--- src/rtl/cruce_pkg.sv ---
// Shared definitions for the vehicular crossing:
// vehicle light codes and the pedestrian channel state.
package cruce_pkg;

    localparam logic [1:0] LUZ_ROJA     = 2'b00;
    localparam logic [1:0] LUZ_AMARILLA = 2'b01;
    localparam logic [1:0] LUZ_VERDE    = 2'b10;

    typedef enum logic [1:0] {
        PED_IDLE,
        PED_WAIT,
        PED_WALK,
        PED_FLASH
    } ped_state_t;

    // Only 00 counts as red; 11 is treated as non-red.
    function automatic logic is_red(input logic [1:0] luz);
        return luz == LUZ_ROJA;
    endfunction

endpackage

--- src/rtl/ped_channel.sv ---
// One crosswalk: request latch, walk/flash timing, abort on non-red.
// Ports: clk, reset (sync, active-high), enb; light (2b), ped_req;
// outputs walk, flash, pending, hold_red, conflict (1-cycle pulse).
module ped_channel
    import cruce_pkg::*;
#(
    parameter int WALK_CYCLES  = 8,
    parameter int FLASH_CYCLES = 4,
    parameter int CNT_W        = 8
) (
    input  logic       clk,
    input  logic       reset,
    input  logic       enb,
    input  logic [1:0] light,
    input  logic       ped_req,
    output logic       walk,
    output logic       flash,
    output logic       pending,
    output logic       hold_red,
    output logic       conflict
);

    localparam logic [CNT_W-1:0] WALK_LOAD  = CNT_W'(WALK_CYCLES - 1);
    localparam logic [CNT_W-1:0] FLASH_LOAD = CNT_W'(FLASH_CYCLES - 1);

    ped_state_t       state, state_n;
    logic [CNT_W-1:0] timer, timer_n;
    logic             again, again_n;
    logic             conflict_n;
    logic             red;
    logic             again_eff;

    assign red = is_red(light);
    // A press on the expiry cycle of FLASH still counts as a re-request.
    assign again_eff = again | ped_req;

    always_ff @(posedge clk) begin
        if (reset) begin
            state    <= PED_IDLE;
            timer    <= '0;
            again    <= 1'b0;
            conflict <= 1'b0;
        end else if (enb) begin
            state    <= state_n;
            timer    <= timer_n;
            again    <= again_n;
            conflict <= conflict_n;
        end
    end

    always_comb begin
        state_n    = state;
        timer_n    = timer;
        again_n    = again;
        conflict_n = 1'b0;
        unique case (state)
            PED_IDLE: begin
                if (ped_req) state_n = PED_WAIT;
            end
            PED_WAIT: begin
                if (red) begin
                    state_n = PED_WALK;
                    timer_n = WALK_LOAD;
                end
            end
            PED_WALK: begin
                if (!red) begin
                    state_n    = PED_WAIT;
                    conflict_n = 1'b1;
                    again_n    = 1'b0;
                end else if (timer == '0) begin
                    state_n = PED_FLASH;
                    timer_n = FLASH_LOAD;
                end else begin
                    timer_n = timer - CNT_W'(1);
                end
            end
            PED_FLASH: begin
                if (!red) begin
                    state_n    = PED_WAIT;
                    conflict_n = 1'b1;
                    again_n    = 1'b0;
                end else if (timer == '0) begin
                    state_n = again_eff ? PED_WAIT : PED_IDLE;
                    again_n = 1'b0;
                end else begin
                    timer_n = timer - CNT_W'(1);
                    if (ped_req) again_n = 1'b1;
                end
            end
            default: state_n = PED_IDLE;
        endcase
    end

    assign walk     = (state == PED_WALK);
    assign flash    = (state == PED_FLASH);
    assign pending  = (state == PED_WAIT);
    assign hold_red = walk | flash;

endmodule

--- src/rtl/pedestrian_controller.sv ---
// Pedestrian signals for N_WAYS crosswalks, one channel per approach.
// Ports: clk, reset, enb, veh_light (2b/way), ped_req; per-way walk,
// flash, pending, hold_red and conflict.
module pedestrian_controller
    import cruce_pkg::*;
#(
    parameter int N_WAYS       = 2,
    parameter int WALK_CYCLES  = 8,
    parameter int FLASH_CYCLES = 4,
    parameter int CNT_W        = 8
) (
    input  logic                clk,
    input  logic                reset,
    input  logic                enb,
    input  logic [2*N_WAYS-1:0] veh_light,
    input  logic [N_WAYS-1:0]   ped_req,
    output logic [N_WAYS-1:0]   walk,
    output logic [N_WAYS-1:0]   flash,
    output logic [N_WAYS-1:0]   pending,
    output logic [N_WAYS-1:0]   hold_red,
    output logic [N_WAYS-1:0]   conflict
);

    for (genvar i = 0; i < N_WAYS; i++) begin : g_way
        ped_channel #(
            .WALK_CYCLES  (WALK_CYCLES),
            .FLASH_CYCLES (FLASH_CYCLES),
            .CNT_W        (CNT_W)
        ) u_ch (
            .clk      (clk),
            .reset    (reset),
            .enb      (enb),
            .light    (veh_light[2*i +: 2]),
            .ped_req  (ped_req[i]),
            .walk     (walk[i]),
            .flash    (flash[i]),
            .pending  (pending[i]),
            .hold_red (hold_red[i]),
            .conflict (conflict[i])
        );
    end

endmodule

--- config.mk ---
export PLATFORM = sky130hd
export DESIGN_NAME = pedestrian_controller
export DESIGN_NICKNAME = d
export VERILOG_FILES = /design/src/rtl/cruce_pkg.sv /design/src/rtl/ped_channel.sv /design/src/rtl/pedestrian_controller.sv
export SDC_FILE = /design/constraint.sdc
export NUM_CORES = 1
export LEC_CHECK = 0
export CORE_MARGIN = 2
export CORE_UTILIZATION = 55
export DETAILED_ROUTE_END_ITERATION = 12
export GPL_ROUTABILITY_DRIVEN = 0
export PLACE_DENSITY = 0.79
export SYNTH_ARGS = -nofsm -noshare
export SYNTH_HDL_FRONTEND = slang
export SYNTH_HIERARCHICAL = 1
export SYNTH_SLANG_ARGS = --single-unit
--- constraint.sdc ---
create_clock -name clk -period 2.21 [get_ports clk]
set_input_delay 0.442 -clock clk [delete_from_list [all_inputs] [get_ports clk]]
set_output_delay 0.442 -clock clk [all_outputs]
set_load 0.02 [all_outputs]
==> results.txt <==
Count of final hold-check violations: 0
Synth top area cells: dfxtp_1, a21oi_1, o31ai_1, o311ai_4, ha_1
Share of final-layout standard cells stronger than drive strength 1: 25.81%
Leftover overflow at the end of global routing: 0
Total length of routed wires: 3.533 mm
Cell Area, Placed: 0.001775 sq mm
Worst Setup End Kind: primary output
Leakage power of the design: 0.6396 nW
Worst EP required: 1.77 ns
Post-detailed-placement half-perimeter wirelength: 2.655 mm
Warning count from the yosys run: 6
Post-Synthesis Cells: 160
Total clock buffers created by CTS: 3
Portion of synthesized cell area occupied by the leading cell type: 31.45%
Max-cap violations: 0
Initial cell density of the core: 56.87%
Area of the core region: 0.002686 sq mm
Transition time at the pin with the least slew margin: 0.3697 ns
Critical path start-end classification: register to primary output
Power per standard cell area: 534.0 mW/mm^2
Largest net degree at the start of global routing: 15
Vertical die dimension: 56.71 um
Type of origin of the critical path: register
Worst clock skew on the final layout: 0.003221 ns
Top_reg_cell synth: dfxtp_1
Library cell occupying the most area in the post-synthesis netlist: dfxtp_1
Status: finished, final reports clean
Count of inserted antenna diode cells: 0
Count of boundary I/O pins: 19
Synth-to-Final Area Change: 19.82%
First-pass iteration count of the detailed router: 4
Width of the die: 56.71 um
Drt drc: 0
Mapped Avg Cell Area: 9.548 sq um
Number of rows in the core area: 19
Root Buffer: clkbuf_4
Number of setup buffers added after CTS: 0
Latest clock arrival within the worst-skew pair: 0.31 ns
Count of flip-flops with a built-in enable after synthesis: 0
Worst-case clock buffer depth: 2
Total Power: 0.9776 mW
Maximum clock frequency: 470.8 MHz
Yosys cell types: 49
CTS Sinks: 24
Final setup violation count: 0
Period utilization: 96.10%
Number of gates given a new drive strength after cts: 0
Via count of the first global-routing pass: 1337
Cell area after synthesis: 0.001528 sq mm
Critical Path AT: 1.68 ns
First-pass GRT wire length: 5.996 mm
Nets@finish: 200
Number of nets in the synthesized netlist: 173
Min-Delay Path Class: register to register
Number of DRC markers after the initial detailed-route iteration: 91
Normalized max-slew margin: 75.22%
Total instance count after detailed placement: 213
Maximum level of the CTS H-tree: 1
Fin cells: 217
Hold-fix buffers at CTS: 0
DRT antenna net count: 0
Antenna violations before repair: 0
Area enclosed by the die boundary: 0.003215 sq mm
Summed area of non-filler cells in the final layout: 0.001831 sq mm
Highest fanout seen on the critical path: 8
Sequential cell area fraction in the yosys report: 31.45%
RSZ-0062 raised after global routing: false
TritonCTS clock tree: yes
Via/cell ratio: 6.433
Number of buffers inserted by port buffering: 18
Overall fraction of global-route tracks in use: 23.15%
Vias: 1396
Worst IR drop on VDD: 0.5004 mV
Post-detailed-route wirelength per cell: 16.28 um
Max Slew Vio Count: 0
Clock-pin slew on the worst setup and hold paths: 0.13 ns
Count of state elements after synthesis: 24
Post-synth ARST share: 0%
Min Clock Period, post-route: 2.124 ns
==> synthesized netlist by cell type, types with 2 or more instances <==
| library cell | n |
|---|---|
| dfxtp_1 | 24 |
| a21oi_1 | 16 |
| inv_1 | 10 |
| o31ai_1 | 9 |
| o211ai_1 | 6 |
| or4_1 | 6 |
| clkbuf_1 | 5 |
| ha_1 | 4 |
| nand2_1 | 4 |
| nor2b_1 | 4 |
| o41ai_1 | 4 |
| or2_2 | 4 |
| buf_6 | 3 |
| nor2_1 | 3 |
| nor3_1 | 3 |
| a211oi_1 | 2 |
| a221oi_2 | 2 |
| a311o_1 | 2 |
| a311oi_1 | 2 |
| a31o_2 | 2 |
| a41oi_1 | 2 |
| and2_1 | 2 |
| clkbuf_8 | 2 |
| nand2b_1 | 2 |
| nor3b_2 | 2 |
| nor4b_1 | 2 |
| o21a_1 | 2 |
| o21ai_0 | 2 |
| o311ai_4 | 2 |
| o31a_2 | 2 |
| o32ai_1 | 2 |
| or2b_1 | 2 |
| or3_2 | 2 |
| or3b_2 | 2 |
| or4_2 | 2 |
| or4_4 | 2 |
==> area by class of cell <==
class                   count  area, sq um
flip-flops and latches     24        483.0
clock inverters             1        30.03
multi-input cells         115        925.9
repair buffers             33        292.8
well taps                  31        38.79
fillers                   224        855.8
inverters                  10        37.54
clock buffers               3        22.52
==> layout by cell type, fill, tap and decap left out, types with 3 or more instances in the layout <==
cell	count
o31ai_1	9
dfxtp_1	22
o211ai_1	6
a21oi_1	16
nor2b_1	4
o41ai_1	4
nor2_1	3
buf_4	15
ha_1	4
nor3_1	3
clkbuf_4	3
nand2_1	4
inv_1	10
clkdlybuf4s50_1	18
or4_1	6
or2_2	4
==> registers in the layout, summed over array words and instances (netlist names) <==
signal,cells
g_way.u_ch/timer,16
g_way.u_ch/again,2
g_way.u_ch/conflict,2
g_way.u_ch/state,4
==> critical path: stages (launching register included) <==
cell,delay [ns]
dfxtp_1,0.50
nor2b_1,0.24
clkdlybuf4s50_1,0.64
==> per-stage QoR <==
step	setup WS [ns]	hold slack (ns)	util [%]	TNS [ns]
2_1_floorplan	0.2398	0.4476	-	0
3_3_place_gp	-0.006489	0.4544	66.09	-0.006489
3_5_place_dp	-0.03663	0.4649	66.09	-0.05025
4_1_cts	0.02987	0.4844	68.05	0
5_1_grt	0.004200	0.5052	68.14	0
6_report	0.08612	0.4832	68.14	0
==> kinds of logic after synthesis <==
family                   share of synthesized area (%)
AO/OA/AOI/OAI                                    32.92
adder cells (fa/ha/maj)                          3.276
buffers and inverters                            7.945
flip-flops                                       31.45
AND/OR/NAND/NOR                                  24.41
==> power breakdown <==
group	internal (mW)	total [mW]	switching [mW]
clock	0.183	0.315	0.132
sequential	0.446	0.463	0.0168
combinational	0.0893	0.199	0.110
==> routing by layer <==
layer | up-vias | part of all wire, % | GRT usage, %
li1 | 684 | - | -
met1 | 669 | 42 | 28.00
met2 | 37 | 53 | 41.86
met3 | 6 | 3.2 | 2.535
met4 | 0 | 1.5 | 8.163
met5 | - | 0 | 0
==> final timing paths <==
path | from | end | slack [ns] | cells past startpoint
worst max-delay path | g_way[0].u_ch/state[0]$_SDFFE_PP0P_ | pending[0] | 0.09 | 2
worst min-delay path | g_way[0].u_ch/conflict$_SDFFE_PP0P_ | g_way[0].u_ch/conflict$_SDFFE_PP0P_ | 0.48 | 2
worst max register to register | g_way[1].u_ch/timer[0]$_SDFFE_PP0P_ | g_way[1].u_ch/timer[1]$_SDFFE_PP0P_ | 0.14 | 7
worst min register to register | g_way[0].u_ch/conflict$_SDFFE_PP0P_ | g_way[0].u_ch/conflict$_SDFFE_PP0P_ | 0.48 | 2
No activity file was read; power rests on OpenSTA's default activity.
